==> src/rtl/ws2811_pkg.sv <==
// Shared WS2811 definitions: line-state enum, pixel type and default timing
// constants, used by both the receive and transmit sides.
package ws2811_pkg;

  localparam int unsigned BIT_THRESH_DEF   = 40;
  localparam int unsigned MAX_HIGH_DEF     = 100;
  localparam int unsigned RESET_CYCLES_DEF = 2500;
  localparam int unsigned PIXEL_BITS       = 24;
  localparam int unsigned CNT_W            = 16;

  typedef logic [PIXEL_BITS-1:0] pixel_t;
  typedef logic [CNT_W-1:0]      cnt_t;

  typedef enum logic [1:0] {
    WAIT_RST,
    IDLE,
    HIGH,
    LOW
  } ws_state_e;

  // Counters stick at all-ones instead of wrapping.
  function automatic cnt_t sat_inc(input cnt_t v);
    return (v == '1) ? v : v + 1'b1;
  endfunction

endpackage

==> src/rtl/ws2811_rx_if.sv <==
// Decoded-pixel bus of the WS2811 receiver: data, strobes and frame pixel count.
interface ws2811_rx_if;
  import ws2811_pkg::*;

  pixel_t pixel_data;
  logic   pixel_valid;
  logic   frame_end;
  logic   bit_error;
  cnt_t   pixel_count;

  modport master (
    output pixel_data,
    output pixel_valid,
    output frame_end,
    output bit_error,
    output pixel_count
  );

  modport slave (
    input pixel_data,
    input pixel_valid,
    input frame_end,
    input bit_error,
    input pixel_count
  );

endinterface

==> src/rtl/ws2811_sync_edge.sv <==
// Two-flop synchronizer for the asynchronous serial line plus a registered
// previous-value flop giving single-cycle rise/fall strobes.
module ws2811_sync_edge (
  input  logic clk,
  input  logic rst_n,
  input  logic din,
  output logic sync,
  output logic rise,
  output logic fall
);

  logic meta_q;
  logic sync_q;
  logic prev_q;

  // NOTE: sequential state uses non-blocking assignments so every flop samples
  // the pre-edge value of its neighbour; blocking here would collapse the chain.
  always_ff @(posedge clk or negedge rst_n) begin
    if (!rst_n) begin
      meta_q <= 1'b0;
      sync_q <= 1'b0;
      prev_q <= 1'b0;
    end else begin
      meta_q <= din;
      sync_q <= meta_q;
      prev_q <= sync_q;
    end
  end

  assign sync = sync_q;
  assign rise = sync_q & ~prev_q;
  assign fall = ~sync_q & prev_q;

endmodule

==> src/rtl/ws2811_rx.sv <==
// WS2811 serial receiver: decodes pulse widths into 24-bit {G,R,B} pixels and
// frames. Define WS2811_RX_PASSTHRU_EN to act as one LED in a daisy chain.
module ws2811_rx
  import ws2811_pkg::*;
#(
  parameter int unsigned BIT_THRESH   = BIT_THRESH_DEF,
  parameter int unsigned MAX_HIGH     = MAX_HIGH_DEF,
  parameter int unsigned RESET_CYCLES = RESET_CYCLES_DEF
) (
  input  logic        clk,
  input  logic        rst_n,
  input  logic        din,
  output logic        dout,
  ws2811_rx_if.master rx
);

  localparam cnt_t THRESH_C   = cnt_t'(BIT_THRESH);
  localparam cnt_t MAX_HIGH_C = cnt_t'(MAX_HIGH);
  localparam cnt_t RESET_C    = cnt_t'(RESET_CYCLES);
  localparam cnt_t LAST_BIT_C = cnt_t'(PIXEL_BITS - 1);

  logic sync;
  logic rise;
  logic fall;

  ws2811_sync_edge u_sync_edge (
    .clk   (clk),
    .rst_n (rst_n),
    .din   (din),
    .sync  (sync),
    .rise  (rise),
    .fall  (fall)
  );

  ws_state_e state, state_n;
  cnt_t      high_cnt, high_cnt_n;
  cnt_t      low_cnt, low_cnt_n;
  cnt_t      bit_cnt, bit_cnt_n;
  logic [PIXEL_BITS-2:0] shift_q, shift_n;
  pixel_t    data_n;
  cnt_t      count_n;
  logic      valid_n, fe_n, err_n;
  logic      passing, pass_n;
  logic      bit_val;
  pixel_t    word;

  assign bit_val = (high_cnt >= THRESH_C);
  assign word    = {shift_q, bit_val};

  // NOTE: every variable gets a default before the case so no path leaves one
  // unassigned, which would otherwise infer a latch.
  always_comb begin
    state_n    = state;
    high_cnt_n = high_cnt;
    low_cnt_n  = low_cnt;
    bit_cnt_n  = bit_cnt;
    shift_n    = shift_q;
    data_n     = rx.pixel_data;
    count_n    = rx.frame_end ? '0 : rx.pixel_count;
    valid_n    = 1'b0;
    fe_n       = 1'b0;
    err_n      = 1'b0;
    pass_n     = passing;

    unique case (state)
      WAIT_RST: begin
        if (sync)                    low_cnt_n = '0;
        else if (low_cnt >= RESET_C) state_n   = IDLE;
        else                         low_cnt_n = sat_inc(low_cnt);
      end

      // Widths count synchronized-line cycles, so the edge cycle itself is 1.
      IDLE: begin
        if (rise) begin
          high_cnt_n = cnt_t'(1);
          state_n    = HIGH;
        end
      end

      HIGH: begin
        if (fall) begin
          low_cnt_n = cnt_t'(1);
          state_n   = LOW;
          if (!passing) begin
            shift_n = word[PIXEL_BITS-2:0];
            if (bit_cnt == LAST_BIT_C) begin
              data_n    = word;
              valid_n   = 1'b1;
              bit_cnt_n = '0;
`ifdef WS2811_RX_PASSTHRU_EN
              count_n   = cnt_t'(1);
              pass_n    = 1'b1;
`else
              count_n   = sat_inc(rx.pixel_count);
`endif
            end else begin
              bit_cnt_n = sat_inc(bit_cnt);
            end
          end
        end else if (high_cnt >= MAX_HIGH_C) begin
          // Line still high after MAX_HIGH cycles: resynchronise on a reset gap.
          err_n     = 1'b1;
          state_n   = WAIT_RST;
          low_cnt_n = '0;
          bit_cnt_n = '0;
          shift_n   = '0;
          pass_n    = 1'b0;
        end else begin
          high_cnt_n = sat_inc(high_cnt);
        end
      end

      LOW: begin
        if (rise) begin
          high_cnt_n = cnt_t'(1);
          state_n    = HIGH;
        end else if (low_cnt >= RESET_C) begin
          fe_n      = 1'b1;
          err_n     = (bit_cnt != '0);
          bit_cnt_n = '0;
          shift_n   = '0;
          pass_n    = 1'b0;
          state_n   = IDLE;
        end else begin
          low_cnt_n = sat_inc(low_cnt);
        end
      end

      default: state_n = WAIT_RST;
    endcase
  end

  always_ff @(posedge clk or negedge rst_n) begin
    if (!rst_n) begin
      state          <= WAIT_RST;
      high_cnt       <= '0;
      low_cnt        <= '0;
      bit_cnt        <= '0;
      shift_q        <= '0;
      passing        <= 1'b0;
      rx.pixel_data  <= '0;
      rx.pixel_valid <= 1'b0;
      rx.frame_end   <= 1'b0;
      rx.bit_error   <= 1'b0;
      rx.pixel_count <= '0;
    end else begin
      state          <= state_n;
      high_cnt       <= high_cnt_n;
      low_cnt        <= low_cnt_n;
      bit_cnt        <= bit_cnt_n;
      shift_q        <= shift_n;
      passing        <= pass_n;
      rx.pixel_data  <= data_n;
      rx.pixel_valid <= valid_n;
      rx.frame_end   <= fe_n;
      rx.bit_error   <= err_n;
      rx.pixel_count <= count_n;
    end
  end

`ifdef WS2811_RX_PASSTHRU_EN
  // Forwarding starts right after our own pixel and is cut at frame_end.
  always_ff @(posedge clk or negedge rst_n) begin
    if (!rst_n) dout <= 1'b0;
    else        dout <= pass_n ? sync : 1'b0;
  end
`else
  assign dout = 1'b0;
`endif

endmodule

==> src/flat_wrapper.sv <==
// flat-port wrapper written by rule: the top's interface ports become plain ports
module ws2811_rx_flat import ws2811_pkg::*;
#(
  parameter int unsigned BIT_THRESH   = BIT_THRESH_DEF,
  parameter int unsigned MAX_HIGH     = MAX_HIGH_DEF,
  parameter int unsigned RESET_CYCLES = RESET_CYCLES_DEF
)
  (clk, rst_n, din, dout, rx_pixel_data, rx_pixel_valid, rx_frame_end, rx_bit_error, rx_pixel_count);
  ws2811_rx_if rx_i ();
  input  logic clk;
  input  logic rst_n;
  input  logic din;
  output logic dout;
  output wire logic [$bits(rx_i.pixel_data)-1:0] rx_pixel_data;
  output wire logic [$bits(rx_i.pixel_valid)-1:0] rx_pixel_valid;
  output wire logic [$bits(rx_i.frame_end)-1:0] rx_frame_end;
  output wire logic [$bits(rx_i.bit_error)-1:0] rx_bit_error;
  output wire logic [$bits(rx_i.pixel_count)-1:0] rx_pixel_count;
  assign rx_pixel_data = rx_i.pixel_data;
  assign rx_pixel_valid = rx_i.pixel_valid;
  assign rx_frame_end = rx_i.frame_end;
  assign rx_bit_error = rx_i.bit_error;
  assign rx_pixel_count = rx_i.pixel_count;
  ws2811_rx #(.BIT_THRESH(BIT_THRESH), .MAX_HIGH(MAX_HIGH), .RESET_CYCLES(RESET_CYCLES)) u_core (.clk(clk), .rst_n(rst_n), .din(din), .dout(dout), .rx(rx_i));
endmodule
==> config.mk <==
export PLATFORM = sky130hd
export DESIGN_NAME = ws2811_rx_flat
export DESIGN_NICKNAME = d
export VERILOG_FILES = /design/src/rtl/ws2811_pkg.sv /design/src/rtl/ws2811_rx_if.sv /design/src/rtl/ws2811_sync_edge.sv /design/src/rtl/ws2811_rx.sv /design/src/flat_wrapper.sv
export SDC_FILE = /design/constraint.sdc
export NUM_CORES = 1
export LEC_CHECK = 0
export ABC_AREA = 1
export CORE_ASPECT_RATIO = 0.7
export CORE_MARGIN = 3
export CORE_UTILIZATION = 53
export CTS_CLUSTER_DIAMETER = 100
export DETAILED_ROUTE_END_ITERATION = 7
export HOLD_SLACK_MARGIN = 0.1
export PLACE_DENSITY_LB_ADDON = 0.15
export SYNTH_ARGS = -nofsm -noshare
export SYNTH_HDL_FRONTEND = slang
export SYNTH_SLANG_ARGS = --single-unit
==> constraint.sdc <==
create_clock -name clk -period 1.6 [get_ports clk]
set_input_delay 0.16 -clock clk [delete_from_list [all_inputs] [get_ports clk]]
set_output_delay 0.16 -clock clk [all_outputs]
set_load 0.01 [all_outputs]
== Word level (Yosys, flattened, before mapping) ==
Index checks and enable logic that the tools add are counted.
Storage, ports and cells
  register bits after elaboration: 120
  output and inout port bits: 44
  word-level logic and storage cells: 115
Cells by class
  add/subtract/negate cells: 4
  magnitude comparators: 3
  eq/ne operators: 21
  multiplexer cells: 55
  bitwise operators: 5
  reductions and logical operators: 13
Operator list (count)
  $mux W16: 22
  $mux W23: 5
  $add A16 B1 Y16 const B: 4
  $eq A16 B16 Y1 const B: 4
  $pmux W16 S2: 2
  $pmux W16 S3: 1
  $pmux W23 S2: 1
  $eq A16 B5 Y1 const B: 1
  $ge A16 B12 Y1 const B: 1
  $ge A16 B6 Y1 const B: 1
  $ge A16 B7 Y1 const B: 1
  $reduce_bool A16 Y1: 1
  $mux W1: 15
  $reduce_and A5 Y1: 3
  $mux W2: 6
  $ne A2 B2 Y1 const B: 5
  $ne A2 B1 Y1 const B: 4
  $pmux W2 S4: 1
  $reduce_and A3 Y1: 2
  $reduce_and A6 Y1: 1
  $ne A5 B5 Y1 const B: 1
  $eq A2 B2 Y1 const B: 2
  $ne A4 B4 Y1 const B: 1
  $pmux W1 S2: 2
  10 further kinds: 14

== Depth between registers and ports, before layout ==
Gate-level depths: netlist of run 1.
  depth in word-level cells: 6
  depth in mapped cells: 13

== Cells and area by module ==
Synthesis of run 1 repeated with hierarchy kept, for this count alone.
Second synthesis, totals
  cells, all modules: 866
  area, all modules: 6446.2 µm²
By module, submodules not included
  ws2811_rx: instances 1, cells an instance 859, area each 6356.1 µm², sequential area each 2902.8 µm²
  ws2811_sync_edge: instances 1, cells an instance 7, area each 90.1 µm², sequential area each 75.1 µm²

== Worst setup path before layout of run 1 ==
No wires, ideal clock.
  kind: reg-to-reg
  start: register u_core.bit_cnt[0]
  end: register u_core.rx.pixel_data[17]
  library setup time: 0.130 ns
  arrival: 1.586 ns
  data required time: 1.470 ns
  slack: -0.116 ns
  cell stages (with the launch flop): 11
  buffers on the path: 2
  cell sequence: dfrtp_1 > ha_1 > nand2_1 > inv_1 > nand2_1 > nor2_2 > nand3_4 > buf_6 > buf_2 > nand2_1 > o21ai_0
On the way
  cells in the longest elaborated chain, start to end: 2
RTL lines
  from (decl): line ws2811_rx.sv:38  | cnt_t bit_cnt, bit_cnt_n;
  from (signal assigned): line ws2811_rx.sv:150  | bit_cnt <= bit_cnt_n;
  $eq A16 B5 Y1: line ws2811_rx.sv:86  | if (bit_cnt == LAST_BIT_C) begin
  $reduce_and A4 Y1 (no source line)
  to (signal assigned): line ws2811_rx.sv:153  | rx.pixel_data <= data_n;
  to (decl): line ws2811_rx_if.sv:12  | output pixel_data,
No other way between the ends.
A chain may end at the register's enable or synchronous reset.

== Final worst setup path of run 1 ==
  start: register u_core.high_cnt[8]
  end: register u_core.bit_cnt[11]
On the way
  cells in the longest elaborated chain, start to end: 3
RTL lines
  from (decl): line ws2811_rx.sv:36  | cnt_t high_cnt, high_cnt_n;
  from (signal assigned): line ws2811_rx.sv:148  | high_cnt <= high_cnt_n;
  $ge A16 B7 Y1: line ws2811_rx.sv:100  | end else if (high_cnt >= MAX_HIGH_C) begin
  $ne A3 B1 Y1 (no source line)
  $reduce_and A6 Y1 (no source line)
No other way between the ends.

==> metrics.md, run 1 <==
| Metric | Value |
|---|---|
| Outcome | complete, but fails checks |
| Failing checks | setup timing |
| First-pass GRT wire length | 31700 um |
| PwrDens | 724 nW/um^2 |
| DP Wirelength | 11000 um |
| Antenna-violating nets left | 0 |
| Initial Utilization | 0.550 |
| Number of buffers added on ports | 45 |
| Minimum clock period | 1.97 ns |
| Slew Viols, Final | 0 |
| Post-layout utilization of the core | 0.878 |
| Yosys reg bits | 119 |
| Total core area | 11200 sq um |
| Tot Pwr | 0.00710 W |
| Critical path launch point type | flop |
| Clk sinks | 119 |
| Share of post-route cells with drive strength above 1 | 0.390 |
| Setup Crit Path Kind | flop to flop |
| Row cnt | 32 |
| Total vias in the final route | 7599 |
| Worst-Margin Slew | 0.583 ns |
| Synth Area per Inst | 7.62 sq um |
| Final WL | 27300 um |
| Number of antenna violations at the first check in global routing | 0 |
| DRC viols | 0 |
| Period utilization | 1.23 |
| Ys Warns | 0 |
| Via-per-instance ratio | 6.46 |
| Gp weighted congestion | 0.965 |
| Syn nets | 816 |
| Chip Width | 135 um |
| Setup Skew | 0.0138 ns |
| Synthesized area | 6140 sq um |
| Final Hold Slack | 0.212 ns |
| Clock Tree Buf Depth | 2 |
| Final Cell Area | 9810 sq um |
| Layout net count | 1020 |
| Routed len/inst | 23.2 um |
| Final hold vios | 0 |
| Unique cell type count in the Yosys netlist | 34 |
| Largest net degree at the start of global routing | 55 |
| Fmax | 507 MHz |
| Final worst slack | -0.371 ns |
| CP Data Required Time | 1.91 ns |
| 1st-pass router iterations | 6 |
| H-tree Lvls | 4 |
| Peak fanout along the critical path | 32 |
| Register area share after synthesis | 0.485 |
| TritonCTS clock tree | built |
| Area post-placement | 7530 sq um |
| Leakage | 4.55 nW |
| Clock buffer count from CTS | 17 |
| I/O pin cnt | 47 |
| Die Ht | 96.1 um |
| Dpl cells | 1089 |
| Max cap viols | 0 |
| Clk slew on worst S/H paths | 0.07 ns |
| RSZ-0062 raised after global routing | true |
| Ant diodes | 0 |
| Fin cells | 1176 |
| Worst IR drop on VDD | 0.000853 V |
| DRT iter0 DRCs | 1218 |
| Crit end category | flop |
| Most frequent cells in the layout | 128 x nand2_1, 116 x dfrtp_1, 111 x buf_4 |
| Max_slew headroom | 0.607 |
| Most common cell after layout, fill and taps aside | nand2_1 |
| Gate Count Post-Synth | 806 |
| Skew-Pair Late Insertion Delay | 0.43 ns |
| Root buf cell | clkbuf_16 |
| Min-delay worst type | primary input to async pin |
| Area added between synthesis and finish | 59.7% |
| Worst endpoint data arrival time | 2.28 ns |
| Vias in the first global route | 6543 |
| DIE AREA | 12900 sq um |
| GR Overflow Total | 0 |
| Final setup vio count | 118 |
| Total Routing Usage GR | 0.308 |
-- metal layers --
layer  global-route usage  up-vias  wire, um
met3               0.0653      264      3090
met4                0.113        0      2120
met1                0.398     3568      9470
li1                     -     3028         -
met5                    0        -         0
met2                0.519      739     12600
-- timing repair --
item	in CTS	in global routing
endpoints found under the hold margin	119	0
hold buffers	1	0
pin swaps	31	51
resized for setup	154	197
cloned	11	6
endpoints found under the setup margin	106	120
buffers inserted	22	18
-- area by class of cell --
type	count	area (sq um)
tap	153	191
clock buffer	17	425
multi-input combinational	551	3530
timing repair inverter	1	16.3
sequential	119	2980
timing repair buffer	202	2030
inverter	118	479
clock inverter	15	155
fill	468	1360
-- power by group --
| group | internal (W) | switching (W) |
|---|---|---|
| Sequential | 0.00302 | 0.00000854 |
| Clock | 0.00209 | 0.00177 |
| Combinational | 0.0000601 | 0.000156 |
| Total | 0.00516 | 0.00194 |
-- flip-flops by register name, indices dropped and copies added, names as in the netlist --
name / count
u_core.rx.pixel_count: 16
u_core.shift_q: 23
u_core.bit_cnt: 16
u_core.rx.frame_end: 1
u_core.u_sync_edge.meta_q: 1
u_core.state: 2
u_core.rx.bit_error: 1
u_core.rx.pixel_valid: 1
u_core.high_cnt: 16
u_core.u_sync_edge.sync: 1
u_core.rx.pixel_data: 24
u_core.low_cnt: 16
u_core.u_sync_edge.prev_q: 1
-- path summary, 6_finish.rpt --
kind	start	endpoint	slack [ns]	depth (start not counted)
hold / removal	rst_n	u_core.rx.pixel_count[9]	0.21	2
setup reg to reg	u_core.high_cnt[8]	u_core.bit_cnt[11]	-0.37	9
hold reg to reg	u_core.u_sync_edge.meta_q	u_core.u_sync_edge.sync	0.37	0
min in group clk	din	u_core.u_sync_edge.meta_q	0.24	1
max in group asynchronous	rst_n	u_core.shift_q[13]	0.74	3
setup / recovery	u_core.high_cnt[8]	u_core.bit_cnt[11]	-0.37	9
-- worst max-delay path: stages (launching register included) --
cell and delay, ns:
dfrtp_1 0.40, nor2_2 0.21, nand3_2 0.14, nor2_4 0.18, nand3_2 0.12, buf_4 0.18, nand3_1 0.11, nor2_2 0.06
buf_12 0.16, o21ai_0 0.27
-- per-stage QoR --
stage          setup WS, ns  setup TNS (ns)
2_1_floorplan       -0.0323          -0.159
3_3_place_gp         -0.142           -4.71
3_5_place_dp         -0.313          -10.35
4_1_cts             -0.0814           -2.34
5_1_grt              -0.384          -23.71
6_report             -0.371          -18.62
-- cell usage after synthesis, drive strengths merged --
cell type    n  area, sq um
a21boi       7         52.6
a21oi       13         76.3
a22oi        1         7.51
a31oi        2         12.5
buf         13         88.8
clkbuf      11         41.3
conb         1         3.75
dfrtp      119         2980
ha           7         87.6
inv        118          448
nand2      182          713
nand3       99          513
nand3b       2         15.0
nand4       20          125
nor2        90          355
nor3        16         80.1
nor4         1         6.26
o211ai       1         7.51
o21ai       98          490
or2          1         6.26
xnor2        1         8.76
xor2         3         26.3
-- kinds of logic after synthesis --
family	count (synthesis)	share of synthesized area
AND/OR/NAND/NOR	411	0.295
buffers and inverters	142	0.0941
AO/OA/AOI/OAI	122	0.105
flip-flops	119	0.485
adder cells (fa/ha/maj)	7	0.0143
XOR/XNOR	4	0.00570
other	1	0.000610
Note: power is estimated with default switching activity, not from simulation.
==> run 2: changes to the inputs <==
--- a/config.mk
+++ b/config.mk
@@ -13,6 +13,7 @@
 export DETAILED_ROUTE_END_ITERATION = 7
 export HOLD_SLACK_MARGIN = 0.1
 export PLACE_DENSITY_LB_ADDON = 0.15
+export REMOVE_ABC_BUFFERS = 1
 export SYNTH_ARGS = -nofsm -noshare
 export SYNTH_HDL_FRONTEND = slang
 export SYNTH_SLANG_ARGS = --single-unit
==> run 2 against run 1 <==
The flow still finishes with violations (setup timing); via count down 3.9%; die area stayed put; clock power about the same; power decreased by 0.37%; first-iteration DRC count down 22%.
==> metrics.md, run 2 (synthesized netlist as in run 1, its figures left out) <==
| Metric | Value |
|---|---|
| P_sw | 0.00178 W |
| Post-layout utilization of the core | 0.890 |
| Dpl ws | -0.255 ns |
| GR met2 Demand/Resource | 0.512 |
| Share of post-route cells with drive strength above 1 | 0.405 |
| CP Data Required Time | 1.91 ns |
| Max_slew headroom | 0.616 |
| Minimum clock period | 1.93 ns |
| Die Ht | 96.1 um |
| Total core area | 11200 sq um |
| Period utilization | 1.20 |
| Layout net count | 1045 |
| Largest register by flop count | u_core.rx.pixel_data |
| Final hold vios | 0 |
| Initial Utilization | 0.550 |
| Number of buffers added on ports | 45 |
| Final Cell Area | 9950 sq um |
| Final WL | 25500 um |
| Flop pwr share | 0.428 |
| Worst IR drop on VDD | 0.000802 V |
| Fillcell total | 439 |
| Internal power | 0.00530 W |
| Chip Width | 135 um |
| Failing checks | setup timing |
| Routed len/inst | 21.2 um |
| Slew Viols, Final | 0 |
| Setup Skew | 0.0141 ns |
| Clk sinks | 119 |
| Logic pwr share | 0.029 |
| DRT iter0 DRCs | 954 |
| Fin cells | 1201 |
| Busiest grt layer | met2 |
| Total vias in the final route | 7301 |
| Final setup vio count | 98 |
| Leakage | 4.69 nW |
| DP Wirelength | 11900 um |
| Tot Pwr | 0.00707 W |
| Largest net degree at the start of global routing | 39 |
| Clock Tree Buf Depth | 2 |
| Area post-placement | 7740 sq um |
| Number of antenna violations at the first check in global routing | 0 |
| PwrDens | 711 nW/um^2 |
| RSZ-0062 raised after global routing | true |
| Root buf cell | clkbuf_16 |
| Ant diodes | 0 |
| Via-per-instance ratio | 6.08 |
| I/O pin cnt | 47 |
| Skew-Pair Late Insertion Delay | 0.43 ns |
| First-pass GRT wire length | 31300 um |
| Clk slew on worst S/H paths | 0.06 ns |
| H-tree Lvls | 4 |
| DRC viols | 0 |
| Grt met3 use | 0.0653 |
| Top Registers | u_core.rx.pixel_data x24, u_core.shift_q x23 |
| Antenna-violating nets left | 0 |
| Setup Crit Path Kind | flop to flop |
| GR Util met1 | 0.399 |
| Row cnt | 32 |
| Clock buffer count from CTS | 17 |
| Most common cell after layout, fill and taps aside | buf_4 |
| Total Routing Usage GR | 0.309 |
| Fmax | 519 MHz |
| Final worst slack | -0.326 ns |
| Worst-Margin Slew | 0.570 ns |
| Outcome | complete, but fails checks |
| Worst endpoint data arrival time | 2.24 ns |
| Switching Fraction | 0.251 |
| Max FFs per register | 24 |
| FF+latch area | 2980 sq um |
| Crit end category | flop |
| DIE AREA | 12900 sq um |
| Gp weighted congestion | 1.01 |
| Min-delay worst type | primary input to flop |
| Peak fanout along the critical path | 6 |
| Area added between synthesis and finish | 61.9% |
| Vias in the first global route | 6446 |
| Critical path launch point type | flop |
| TritonCTS clock tree | built |
| Multi-input gate area | 3480 sq um |
| 1st-pass router iterations | 8 |
| Max cap viols | 0 |
| GR Overflow Total | 0 |
| Clock share of power | 0.543 |
| Dpl cells | 1118 |
| Most frequent cells in the layout | 141 x buf_4, 134 x nand2_1, 118 x dfrtp_1 |
| Flop2flop setup slack | -0.33 ns |
## run 2: metrics by stage
step / hold slack (ns) / setup TNS, ns
floorplan: -0.136 / -24.70
global placement: 0.118 / -5.88
detailed placement: 0.127 / -10.07
CTS: 0.182 / -3.03
global route: 0.183 / -24.42
finish: 0.183 / -19.13
## run 2: repair_timing
item | CTS | global route
endpoints found under the hold margin | 99 | 0
hold buffers | 1 | 0
resized for setup | 171 | 180
buffers inserted | 21 | 20
cloned | 8 | 7
setup endpoints to repair | 105 | 113
pin swaps | 24 | 61
## run 2: path summary, 6_finish.rpt
path,from,to,cells after the start
min reg2reg,u_core.u_sync_edge.meta_q,u_core.u_sync_edge.sync,0
min,din,u_core.u_sync_edge.meta_q,1
max in group asynchronous,rst_n,u_core.rx.pixel_count[7],3
min in group asynchronous,rst_n,u_core.shift_q[18],2
max,u_core.bit_cnt[0],u_core.rx.pixel_data[12],10
max reg2reg,u_core.bit_cnt[0],u_core.rx.pixel_data[12],10
## run 2: cell type report
class / instances / share of cell area
tap: 153 / 0.0192
inverter: 118 / 0.0475
timing repair inverter: 2 / 0.00327
timing repair buffer: 232 / 0.222
clock buffer: 18 / 0.0442
multi-input combinational: 545 / 0.350
sequential: 119 / 0.299
clock inverter: 14 / 0.0141
## run 2: metal layers
metal  routed length (um)  up-vias
li1                     -     3079
met1                 9290     3454
met2                12100      589
met3                 2440      179
met4                 1700        0
met5                    0        -
## run 2: worst max-delay path, stage by stage (launching register included)
cell and delay [ns]:
dfrtp_1 0.36, ha_2 0.20, nand2_2 0.08, inv_4 0.11, nand2_4 0.06, nor2_4 0.14
nand3_4 0.13, buf_4 0.16, buf_8 0.14, buf_4 0.16, o21ai_0 0.26
## run 2: power by group through the flow
stage               registers, W  clock network (W)  logic (W)
finish                   0.00303            0.00384   0.000205
CTS                      0.00303            0.00378   0.000173
floorplan                0.00308                  0  0.0000428
global placement         0.00308                  0   0.000158
detailed placement       0.00308                  0   0.000165
global route             0.00303            0.00398   0.000223
==> run 3: changes to the inputs <==
--- a/config.mk
+++ b/config.mk
@@ -12,7 +12,7 @@
 export CTS_CLUSTER_DIAMETER = 100
 export DETAILED_ROUTE_END_ITERATION = 7
 export HOLD_SLACK_MARGIN = 0.1
-export PLACE_DENSITY_LB_ADDON = 0.15
+export PLACE_DENSITY_LB_ADDON = 0.2
 export REMOVE_ABC_BUFFERS = 1
 export SYNTH_ARGS = -nofsm -noshare
 export SYNTH_HDL_FRONTEND = slang
==> run 3 against run 2 <==
The run still ends with setup timing left; largest power group unchanged; setup slack better by 0.16 ns; final area is 7.4% lower; final cell count is 4.0% lower; global-route usage is 4.2 points lower; first-iteration DRC count is 29% lower; sequential share of layout area is 2.4 points higher; critical path depth is 1 higher; flip-flop and latch count stayed put; via count is 8.5% lower; sequential power hardly changed; core utilization is 6.6 points lower; largest cell class unchanged; clock power is 2% lower.
==> metrics.md, run 3 (synthesized netlist as in run 1, its figures left out) <==
| Metric | Value |
|---|---|
| Crit end category | flop |
| Number of antenna violations at the first check in global routing | 0 |
| I/O pin cnt | 47 |
| Die Ht | 96.1 um |
| DRT iter0 DRCs | 674 |
| CP Data Required Time | 1.93 ns |
| Top Registers | u_core.rx.pixel_data x24, u_core.shift_q x23 |
| Row cnt | 32 |
| Min-delay worst type | primary input to flop |
| Max_slew headroom | 0.567 |
| Slew Viols, Final | 0 |
| Logic pwr share | 0.025 |
| GR Overflow Total | 0 |
| Dpl ws | -0.189 ns |
| Chip Width | 135 um |
| Area post-placement | 7530 sq um |
| PwrDens | 758 nW/um^2 |
| Largest register by flop count | u_core.rx.pixel_data |
| Worst IR drop on VDD | 0.000758 V |
| Final worst slack | -0.170 ns |
| Setup Crit Path Kind | flop to flop |
| Clock share of power | 0.541 |
| Outcome | complete, but fails checks |
| Worst endpoint data arrival time | 2.10 ns |
| Final setup vio count | 79 |
| DRC viols | 0 |
| Area added between synthesis and finish | 49.9% |
| Ant diodes | 0 |
| Share of post-route cells with drive strength above 1 | 0.319 |
| P_sw | 0.00160 W |
| Final hold vios | 0 |
| Period utilization | 1.11 |
| Final WL | 20000 um |
| 1st-pass router iterations | 7 |
| Routed len/inst | 17.3 um |
| Leakage | 4.42 nW |
| Multi-input gate area | 3230 sq um |
| First-pass GRT wire length | 27200 um |
| Switching Fraction | 0.229 |
| Total core area | 11200 sq um |
| Total Routing Usage GR | 0.267 |
| Failing checks | setup timing |
| Clk sinks | 119 |
| Gp weighted congestion | 0.936 |
| Skew-Pair Late Insertion Delay | 0.42 ns |
| Via-per-instance ratio | 5.80 |
| H-tree Lvls | 4 |
| Critical path launch point type | flop |
| DP Wirelength | 10500 um |
| Worst-Margin Slew | 0.650 ns |
| Most common cell after layout, fill and taps aside | nand2_1 |
| Post-layout utilization of the core | 0.824 |
| Vias in the first global route | 5798 |
| Peak fanout along the critical path | 7 |
| Clock Tree Buf Depth | 2 |
| FF+latch area | 2980 sq um |
| Number of buffers added on ports | 45 |
| Layout net count | 997 |
| RSZ-0062 raised after global routing | true |
| Final Cell Area | 9210 sq um |
| Clk slew on worst S/H paths | 0.06 ns |
| Max cap viols | 0 |
| Most frequent cells in the layout | 153 x nand2_1, 118 x dfrtp_1, 103 x inv_1, 103 x buf_4, 66 x nand3_1 |
| DIE AREA | 12900 sq um |
| Max FFs per register | 24 |
| Minimum clock period | 1.77 ns |
| Clock buffer count from CTS | 17 |
| Flop pwr share | 0.434 |
| Fmax | 565 MHz |
| Root buf cell | clkbuf_16 |
| Fillcell total | 608 |
| TritonCTS clock tree | built |
| Largest net degree at the start of global routing | 120 |
| Internal power | 0.00538 W |
| Setup Skew | 0.00827 ns |
| Initial Utilization | 0.550 |
| Antenna-violating nets left | 0 |
| Total vias in the final route | 6684 |
## run 3: cell types whose count changed in the layout (fill, tap and decap cells not counted), moves of 6 or more
cell,delta
nand3_4,-6
buf_4,-38
nand2_2,-17
nand3_1,+16
nand2_1,+19
nand3_2,-10
## run 3: final timing paths
check	from	to	slack, ns	cells after the start
setup reg to reg	u_core.bit_cnt[0]	u_core.rx.pixel_count[4]	-0.17	11
hold / removal	din	u_core.u_sync_edge.meta_q	0.19	1
setup / recovery	u_core.bit_cnt[0]	u_core.rx.pixel_count[4]	-0.17	11
min in group asynchronous	rst_n	u_core.rx.pixel_data[23]	0.36	3
hold reg to reg	u_core.u_sync_edge.meta_q	u_core.u_sync_edge.sync	0.36	0
max in group asynchronous	rst_n	u_core.bit_cnt[2]	0.71	3
## run 3: timing repair
item,in CTS,in global routing
gates cloned,4,7
pin swaps,11,34
setup buffers,10,16
hold buffers,1,0
resized for setup,96,162
setup endpoints to repair,114,117
endpoints found under the hold margin,119,0
## run 3: metrics by stage
step	power [W]	instances	hold slack, ns	setup TNS (ns)
final	0.00698	1153	0.189	-6.96
after global routing	0.00718	1153	0.183	-13.54
after CTS	0.00698	1135	0.180	-2.08
after detailed placement	0.00323	1089	0.299	-8.63
after global placement	0.00323	1089	0.300	-5.02
after floorplan	0.00312	782	-0.136	-24.70
## run 3: layout make-up
type	instances	area share
clock buffers	19	0.0470
clock inverters	13	0.0159
inverters	118	0.0500
multi-input cells	546	0.350
flip-flops and latches	119	0.324
well taps	153	0.0208
repair buffers	185	0.192
## run 3: metal layers
metal,up-vias,routed length [um],GRT usage
li1,2989,-,-
met1,3190,7640,0.343
met2,400,9700,0.439
met3,105,1860,0.0637
met4,0,799,0.113
met5,-,0,0
## run 3: power by group through the flow
stage,Clock [W],Sequential [W],Combinational [W]
floorplan,0,0.00308,0.0000428
global placement,0,0.00308,0.000149
detailed placement,0,0.00308,0.000151
CTS,0.00379,0.00303,0.000156
global route,0.00396,0.00303,0.000190
finish,0.00378,0.00303,0.000171
## run 3: worst max-delay path: stages, from the launching register on
cell	delay, ns
dfrtp_1	0.37
ha_2	0.21
nand2_2	0.07
inv_2	0.08
nand2_2	0.06
nor2_4	0.12
nand3_4	0.19
clkinv_8	0.14
nand3_2	0.11
nor2_2	0.13
nor2_1	0.05
nor2_1	0.15
